==> src/rtl/prog_load_sequencer.sv <==
// prog_load_sequencer: writer side of the program-memory load path.
// Packs two stream bytes (low byte first, then high nibble) into 12-bit
// instruction words, writes them to consecutive addresses, then releases the
// core by cycling the State bus FETCH -> DECODE -> EXECUTE.
//
// Optional build macro: LOAD_CHECK_EN
//    When defined, a high byte with a non-zero upper nibble is rejected as a
//    format error: no write, Load_Err sets (sticky), and the sequencer idles.
//    When undefined, the upper nibble is ignored and Load_Err is tied low.
//
// FSM states:
//    state | meaning
//    IDLE  | waiting for Load_Start, State=LOAD
//    LO    | waiting for the low byte of the next word, State=LOAD
//    HI    | waiting for the high byte, write issued on accept, State=LOAD
//    RUN   | program loaded, State cycles FETCH/DECODE/EXECUTE
module prog_load_sequencer #(
   parameter int ADDR_W = 8,
   parameter int WORD_W = 12
) (
   input  logic              clk,
   input  logic              rst_n,
   input  logic              Load_Start,
   input  logic [ADDR_W:0]   Load_Len,
   input  logic [7:0]        Byte_In,
   input  logic              Byte_Valid,
   output logic              Byte_Ready,
   output logic              ProgMem_WrEn,
   output logic [ADDR_W-1:0] ProgMem_WrAddr,
   output logic [WORD_W-1:0] ProgMem_WrData,
   output logic [1:0]        State,
   output logic              Load_Done,
   output logic [ADDR_W:0]   Load_Count,
   output logic              Load_Err
);

   typedef enum logic [1:0] {
      IDLE = 2'd0,
      LO   = 2'd1,
      HI   = 2'd2,
      RUN  = 2'd3
   } seqState_t;

   localparam logic [1:0] PH_LOAD    = 2'b00;
   localparam logic [1:0] PH_FETCH   = 2'b01;
   localparam logic [1:0] PH_DECODE  = 2'b10;
   localparam logic [1:0] PH_EXECUTE = 2'b11;

   // DEPTH = 2**ADDR_W, expressed in the width of the length/count registers.
   localparam logic [ADDR_W:0] DEPTH_V = {1'b1, {ADDR_W{1'b0}}};

   seqState_t         seqState;
   logic [ADDR_W:0]   lenReg;
   logic [7:0]        lowByte;
   logic [ADDR_W:0]   lenClamp;
   logic [ADDR_W:0]   countNext;
   logic              byteAccept;
   logic              hiNibbleBad;
   logic [1:0]        nextPhase;

   // Handshake readiness and derived load-path values.
   always_comb begin
      Byte_Ready  = (seqState == LO) || (seqState == HI);
      byteAccept  = Byte_Valid && Byte_Ready;
      lenClamp    = (Load_Len > DEPTH_V) ? DEPTH_V : Load_Len;
      countNext   = Load_Count + 1'b1;
      hiNibbleBad = (Byte_In[7:4] != 4'h0);
      nextPhase   = PH_FETCH;
      case (State)
         PH_FETCH:   nextPhase = PH_DECODE;
         PH_DECODE:  nextPhase = PH_EXECUTE;
         default:    nextPhase = PH_FETCH;
      endcase
   end

`ifdef LOAD_CHECK_EN
`else
   // Without the format check the upper nibble of the high byte carries no meaning.
   logic unusedHiNibble;
   assign unusedHiNibble = hiNibbleBad;
   assign Load_Err       = 1'b0;
`endif

   // Sequencer FSM with registered outputs.
   always_ff @(posedge clk or negedge rst_n) begin
      if (!rst_n) begin
         seqState       <= IDLE;
         State          <= PH_LOAD;
         ProgMem_WrEn   <= 1'b0;
         ProgMem_WrAddr <= '0;
         ProgMem_WrData <= '0;
         Load_Done      <= 1'b0;
         Load_Count     <= '0;
         lenReg         <= '0;
         lowByte        <= 8'h00;
`ifdef LOAD_CHECK_EN
         Load_Err       <= 1'b0;
`endif
      end else begin
         ProgMem_WrEn <= 1'b0;
         case (seqState)
            IDLE, RUN: begin
               if (Load_Start) begin
                  // Start from IDLE or abort a running program: reload from address 0.
                  lenReg     <= lenClamp;
                  Load_Count <= '0;
                  Load_Done  <= 1'b0;
`ifdef LOAD_CHECK_EN
                  Load_Err   <= 1'b0;
`endif
                  if (lenClamp == '0) begin
                     // Empty program: release the core immediately.
                     seqState  <= RUN;
                     State     <= PH_FETCH;
                     Load_Done <= 1'b1;
                  end else begin
                     seqState <= LO;
                     State    <= PH_LOAD;
                  end
               end else if (seqState == RUN) begin
                  State <= nextPhase;
               end
            end
            LO: begin
               if (byteAccept) begin
                  lowByte  <= Byte_In;
                  seqState <= HI;
               end
            end
            HI: begin
               if (byteAccept) begin
`ifdef LOAD_CHECK_EN
                  if (hiNibbleBad) begin
                     Load_Err <= 1'b1;
                     seqState <= IDLE;
                  end else begin
`else
                  begin
`endif
                     ProgMem_WrEn   <= 1'b1;
                     ProgMem_WrAddr <= Load_Count[ADDR_W-1:0];
                     ProgMem_WrData <= {Byte_In[3:0], lowByte};
                     Load_Count     <= countNext;
                     if (countNext == lenReg) begin
                        // Last word: its write lands in the first RUN cycle.
                        seqState  <= RUN;
                        State     <= PH_FETCH;
                        Load_Done <= 1'b1;
                     end else begin
                        seqState <= LO;
                     end
                  end
               end
            end
            default: begin
               seqState <= IDLE;
               State    <= PH_LOAD;
            end
         endcase
      end
   end

endmodule

==> config.mk <==
export PLATFORM = sky130hd
export DESIGN_NAME = prog_load_sequencer
export DESIGN_NICKNAME = d
export VERILOG_FILES = /design/src/rtl/prog_load_sequencer.sv
export SDC_FILE = /design/constraint.sdc
export NUM_CORES = 1
export LEC_CHECK = 0
export BUFFER_PORTS_ARGS = -buffer_cell sky130_fd_sc_hd__buf_2
export CORE_ASPECT_RATIO = 1.5
export CORE_MARGIN = 2
export CORE_UTILIZATION = 35
export CTS_CLUSTER_DIAMETER = 80
export CTS_CLUSTER_SIZE = 8
export DETAILED_ROUTE_END_ITERATION = 12
export PLACE_DENSITY_LB_ADDON = 0.08
export SLEW_MARGIN = 5
export SYNTH_ARGS = -nofsm -noshare
export SYNTH_HDL_FRONTEND = slang
export SYNTH_SLANG_ARGS = --single-unit
==> constraint.sdc <==
create_clock -name clk -period 2.6 [get_ports clk]
set_input_delay 0.52 -clock clk [delete_from_list [all_inputs] [get_ports clk]]
set_output_delay 0.52 -clock clk [all_outputs]
set_load 0.05 [all_outputs]
==> results of run 1 <==
==> critical path: stages, from the launching register on <==
cell      delay, ps
dfrtp_1         420
inv_1            80
ha_1            400
nand2b_1        260
nand2_1          80
a21oi_1         300
mux2i_1         240
a21oi_1          60
a41o_1          200
==> final timing paths <==
kind / end / cells past startpoint
hold / removal: ProgMem_WrAddr[2] / 2
hold reg to reg: ProgMem_WrAddr[6] / 1
max in group asynchronous: ProgMem_WrData[2] / 2
min in group clk: lowByte[5] / 2
setup reg to reg: seqState[1] / 8
setup / recovery: seqState[1] / 8
==> synthesized netlist by cell type (2+ instances only) <==
master / number / area share, %
a21oi_1: 8 / 1.5
a31o_2: 2 / 0.67
a31oi_1: 2 / 0.48
a32o_1: 2 / 0.77
and3_1: 3 / 0.72
buf_2: 2 / 0.39
buf_4: 4 / 1.2
clkbuf_1: 4 / 0.58
dfrtp_1: 52 / 50
ha_1: 6 / 2.9
inv_1: 7 / 1.0
mux2_2: 28 / 12
mux2i_1: 2 / 0.77
nand2_1: 22 / 3.2
nand2_2: 2 / 0.48
nand2b_1: 11 / 2.6
nand3_1: 4 / 0.77
nand4_1: 2 / 0.48
nor2_1: 12 / 1.7
nor3_1: 4 / 0.77
nor3b_1: 2 / 0.58
nor4_1: 2 / 0.48
o21ai_0: 22 / 4.2
o31ai_1: 4 / 1.2
o41ai_1: 2 / 0.67
or3_4: 2 / 0.87
xnor2_1: 5 / 1.7
xor2_1: 5 / 1.7
==> layout make-up <==
type,count,area (sq um),share of cell area (%)
inverters,8,30.0,0.986
well taps,100,125,4.11
clock buffers,5,68.8,2.26
flip-flops and latches,52,1300,42.7
repair buffers,56,285,9.37
clock inverters,3,25.0,0.822
multi-input cells,169,1210,39.7
==> metrics by stage <==
stage          power, mW  worst slack (ps)
6_report            3.43               431
5_1_grt             3.68               257
4_1_cts             3.49               447
3_5_place_dp        2.99               482
3_3_place_gp        2.97               536
2_1_floorplan       2.57               399
==> metal layers <==
metal	part of all wire, %	global-route usage (%)	vias to the layer above	wire [um]
met3	3.9	2.93	8	229
met5	0	0	-	0
li1	-	-	950	-
met1	41	18.5	945	2400
met2	53	27.0	47	3100
met4	1.3	4.97	0	76
==> sequential cells by signal, summed over array words and instances, names as in the netlist <==
signal / cells
ProgMem_WrEn: 1
ProgMem_WrAddr: 8
lenReg: 9
seqState: 2
State: 2
Load_Done: 1
Load_Count: 9
lowByte: 8
ProgMem_WrData: 12
==> report_power, final <==
group	switching [mW]	internal (mW)
Clock	0.286	0.197
Combinational	1.11	0.571
Sequential	0.195	1.08
Total	1.59	1.85
==> kinds of logic (layout without fill, tap and decap cells) <==
logic type	count (synthesis)	count (layout)	synth area share, %
flops	52	52	50.0
buf+inv	19	72	3.42
mux	30	30	12.9
fa+ha+maj	6	6	2.89
simple gates	73	73	15.3
xor+xnor	11	11	3.99
compound gates	48	48	11.4
other cells	1	1	0.144
==> summary.md, run 1 <==
| Metric | Value |
|---|---|
| Final weighted congestion in routability-driven placement | `~0.77` |
| Vias in the first global route | `just under 2000` |
| Number of buffers added for setup after CTS | `0` |
| Post-Route Utilization | `between 40% and 50%` |
| Number of distinct standard cells referenced by the synthesized netlist | `45` |
| Cts bufs inserted | `5` |
| Critical Setup Path Class | `flip-flop to flip-flop` |
| Worst-case hold slack | `308 ps` |
| Max-capacitance violation count | `0` |
| Number of non-filler instances in the completed layout | `between 300 and 400` |
| Number of setup violations in the final report | `0` |
| Routed wire per std cell | `between 10 and 15 um` |
| Cell area after placement | `a little under 3000 sq um` |
| Post-route fraction of the period consumed by the critical path | `83.4%` |
| Crit-path max FO | `8` |
| Clock skew | `10.7 ps` |
| Count of input and output buffers | `54` |
| Launch point of the worst reg-to-reg path | `seqState[0]` |
| Outcome | `completed` |
| Final std cell area, no fill | `around 3000 sq um` |
| Filler cell count in the final layout | `roughly 760` |
| Clock insertion delay at the later pin of the skew report | `between 300 and 400 ps` |
| Initial antenna violation count | `0` |
| Root Buffer Master | `clkbuf_8` |
| CP Data Arrival Time | `about 2400 ps` |
| Minimum clock period after layout | `~2200 ps` |
| Setup repair after global routing missed its margin | `false` |
| Final-report hold violation count | `0` |
| Row count | `38` |
| Slew at the pin with the worst max-slew slack | `714 ps` |
| Async set-or-reset flop fraction in the synthesized netlist | `100%` |
| Max-slew violation total from the final report | `0` |
| Die extent in x | `around 74 um` |
| Number of placed I/O pins | `56` |
| Sequential share of the synthesized area | `roughly half` |
| Max_slew headroom | `a little over half` |
| Top flip-flop cell by instance count after synthesis | `dfrtp_1` |
| Vertical die dimension | `110 um` |
| Max Freq | `between 400 and 500 MHz` |
| Register-to-register path setup slack | `430 ps` |
| Total routed wirelength | `between 5 and 6 mm` |
| Worst-path clk slew | `~110 ps` |
| Fraction of layout instances using a drive strength above 1 | `35.2%` |
| Synth warnings | `0` |
| Mean cell area of the mapped netlist | `around 11 sq um` |
| Number of buffers on the longest clock path | `2` |
| VDD IR max | `0.000538 V` |
| Number of synthesized register bits | `52` |
| Placed cells | `385` |
| Layout net count | `between 300 and 400` |
| Area Overhead vs Synth | `17.1%` |
| CP Capture Type | `flip-flop` |
| Total Negative Setup Slacks | `0 ps` |
| Total grt overflow | `0` |
| Maximum level of the CTS H-tree | `2` |
| Via count of the routed design | `slightly below 2000` |
| Leak pwr | `1.47 nW` |
| CP Launch Point | `seqState[0]` |
| DRC violation count after routing | `0` |
| Power density relative to cell area | `between 1000 and 1500 nW/um^2` |
| Placeable core region | `around 7200 sq um` |
| Total clock sinks | `52` |
| Number of DRC markers after the initial detailed-route iteration | `about 150` |
| Syn Nets | `between 200 and 300` |
| HPWL reported at the end of detailed placement | `around 4.2 mm` |
| Count of flip-flops with a built-in enable after synthesis | `0` |
| Setup crit start kind | `flip-flop` |
| Number of antenna diodes | `0` |
| Highest-count cells in the layout ignoring fill and taps | `buf_2, dfrtp_1, mux2_2` |
| Classification of the worst-slack hold path | `primary input to asynchronous set/reset pin` |
| Number of instances resized during post-cts repair | `0` |
| Remaining number of nets flagged by the antenna check after routing | `0` |
| Maximum number of pins on one net before global-route repair | `53` |
| Cells after synthesis | `240` |
| Clock tree from TritonCTS | `yes` |
| Cts-stage hold buffer count | `0` |
| Effective utilization at floorplan | `36.0%` |
| Most frequent standard cell in the layout excluding fill and tap cells | `buf_2` |
| Total die area | `between 8000 and 9000 sq um` |
| Wire length of the first global-routing pass | `~9.6 mm` |
| Post-synthesis instance area | `approximately 2600 sq um` |
| Required @ worst endpoint | `between 2000 and 3000 ps` |
| Total track usage | `15.4%` |
| Drt pass-1 iters | `4` |
| Routed vias/inst | `4.96` |
Power figures use the tool's default switching activity.
==> inputs of run 2 (changes only) <==
==> constraint.sdc (replaced) <==
create_clock -name clk -period 1.8 [get_ports clk]
set_input_delay 0.36 -clock clk [delete_from_list [all_inputs] [get_ports clk]]
set_output_delay 0.36 -clock clk [all_outputs]
set_load 0.05 [all_outputs]
==> run 2 against run 1 <==
Clock power increased by 41%. Register-to-register slack lost 390 ps. Routed wire length is 1.9% higher. Clock skew decreased by 7.5 ps. First-iteration DRC count down 4.1%.
==> summary.md, run 2 (synthesis results as in run 1) <==
| Metric | Value |
|---|---|
| Post-route fraction of the period consumed by the critical path | `97.7% (+14 points)` |
| HPWL reported at the end of detailed placement | `4.32 mm (+2.1%)` |
| Total grt overflow | `0 (unchanged)` |
| Die extent in x | `74.4 um (unchanged)` |
| CP Data Arrival Time | `1970 ps (-400 ps)` |
| Total clock sinks | `52 (unchanged)` |
| Number of buffers on the longest clock path | `2 (unchanged)` |
| Wire length of the first global-routing pass | `9.38 mm (-1.8%)` |
| Registers with the most flip-flops | `ProgMem_WrData (12), Load_Count (9), lenReg (9)` |
| Row count | `38 (unchanged)` |
| Slowest cell on the critical path | `dfrtp_1` |
| Largest register by flop count | `ProgMem_WrData` |
| Crit-path max cell delay | `400 ps (-20 ps)` |
| Number of DRC markers after the initial detailed-route iteration | `139 (-4.1%)` |
| DRC violation count after routing | `0 (unchanged)` |
| Max-slew violation total from the final report | `0 (unchanged)` |
| VDD IR max | `0.000614 V (+14%)` |
| Setup crit start kind | `flip-flop` |
| Effective utilization at floorplan | `36.0% (unchanged)` |
| Routed wire per std cell | `14.1 um (-4.6%)` |
| Root Buffer Master | `clkbuf_8` |
| Placeable core region | `7230 sq um (unchanged)` |
| Required @ worst endpoint | `2010 ps (-790 ps)` |
| Via count of the routed design | `2020 (+3.6%)` |
| Maximum level of the CTS H-tree | `2 (unchanged)` |
| Most frequent standard cell in the layout excluding fill and tap cells | `buf_2` |
| Max FFs per register | `12 (unchanged)` |
| Drt pass-1 iters | `4 (unchanged)` |
| Crit-path max FO | `5 (-3)` |
| Layout net count | `346 (+8.5%)` |
| Clock tree from TritonCTS | `yes` |
| Post-layout worst setup margin | `42.2 ps (-389 ps)` |
| Count of input and output buffers | `54 (unchanged)` |
| Clock insertion delay at the later pin of the skew report | `310 ps (about the same)` |
| Max-capacitance violation count | `0 (unchanged)` |
| Total routed wirelength | `5.92 mm (+1.9%)` |
| Setup repair after global routing missed its margin | `true` |
| Number of placed I/O pins | `56 (unchanged)` |
| Critical Setup Path Class | `flip-flop to flip-flop` |
| Vertical die dimension | `110 um (unchanged)` |
| Total track usage | `15.2% (-0.18 points)` |
| CP Capture Type | `flip-flop` |
| Number of antenna diodes | `0 (unchanged)` |
| Vias in the first global route | `1912 (-2.4%)` |
| Final weighted congestion in routability-driven placement | `0.855 (+11%)` |
| Cts bufs inserted | `5 (unchanged)` |
| Sequence of cells on the critical path | `inv_1 > ha_4 > nand2b_1 > nand2_1 > a21oi_4 > mux2i_1 > a21oi_1 > a41o_1` |
| Max Freq | `569 MHz (+23%)` |
| Outcome | `completed` |
| Remaining number of nets flagged by the antenna check after routing | `0 (unchanged)` |
| Maximum number of pins on one net before global-route repair | `53 (unchanged)` |
| Minimum clock period after layout | `1760 ps (-411 ps)` |
| Area Overhead vs Synth | `30.6%` |
| Cts-stage hold buffer count | `0 (unchanged)` |
| Final-report hold violation count | `0 (unchanged)` |
| Leak pwr | `1.60 nW (+8.9%)` |
| Power density relative to cell area | `1610 nW/um^2 (+43%)` |
| Worst-case hold slack | `26.1 ps (-282 ps)` |
| Worst-path clk slew | `100 ps (about the same)` |
| Initial antenna violation count | `0 (unchanged)` |
| Highest-count cells in the layout ignoring fill and taps | `buf_2, dfrtp_1, mux2_2` |
| Classification of the worst-slack hold path | `primary input to asynchronous set/reset pin` |
| Routed vias/inst | `4.81 (-3.1%)` |
| Fraction of layout instances using a drive strength above 1 | `47.5% (+12 points)` |
| Total die area | `8150 sq um (unchanged)` |
| Clock skew | `3.19 ps (-7.53 ps)` |
| Number of setup violations in the final report | `0 (unchanged)` |
| Worst slack at placement | `-50.8 ps (-533 ps)` |
run 2: changes by cell type in the layout (fill, tap and decap cells not counted), moves of 3 or more:
cell,before,now
buf_4,2,26
dfrtp_1,52,45
dfrtp_2,0,6
nand3_2,0,3
run 2: worst paths after layout:
kind                       cells past startpoint                  to  slack, ps              start
setup / recovery                               8         seqState[1]         40        seqState[0]
setup reg to reg                               8         seqState[1]         40        seqState[0]
hold reg to reg                                2   ProgMem_WrAddr[5]        490  ProgMem_WrAddr[5]
hold / removal                                 2  ProgMem_WrData[11]         30              rst_n
min in group clk                               2          lowByte[6]        280         Byte_In[6]
max in group asynchronous                      2       Load_Count[1]       1510              rst_n
run 2: per-stage QoR:
step           instances  setup TNS (ps)  util [%]  power [mW]  instance area, sq um
6_report             420               0      47.0        5.45                  3390
5_1_grt              420            -157      47.0        5.82                  3390
4_1_cts              412               0      45.1        5.32                  3260
3_5_place_dp         404           -85.9      43.6        4.57                  3150
3_3_place_gp         404           -21.2      43.6        4.55                  3150
2_1_floorplan        240            -170         -        3.84                  2660
run 2: timing repair:
| item | CTS | global route |
|---|---|---|
| pin swaps | 0 | 3 |
| setup buffers | 0 | 7 |
| gates cloned | 0 | 1 |
| resized for setup | 3 | 16 |
| endpoints found under the setup margin | 7 | 11 |
run 2: power by group:
part	switching [mW]	internal [mW]
registers	0.226	1.56
logic	1.79	1.19
clock network	0.404	0.278
run 2: layer usage:
layer  up-vias  GRT usage [%]  wire, um
met1       952           18.9      2620
met4         0           5.23       119
met3         7           3.12       240
li1       1009              -         -
met2        52           25.7      2940
met5         -              0         0
run 2: cell type report:
cell class                 count  area [sq um]
clock buffer                   6          72.6
clock inverter                 2          16.3
fill                         716          3830
inverter                       8          33.8
multi-input combinational    170          1330
sequential                    52          1310
tap                          100           125
timing repair buffer          82           503
run 2: critical path: cells and delay by family (launching register included):
| family | cells | cell delay (ps) |
|---|---|---|
| AO/OA/AOI/OAI | 3 | 430 |
| adder cells (fa/ha/maj) | 1 | 240 |
| buffers and inverters | 1 | 120 |
| flip-flops | 1 | 400 |
| multiplexers | 1 | 220 |
| AND/OR/NAND/NOR | 2 | 260 |
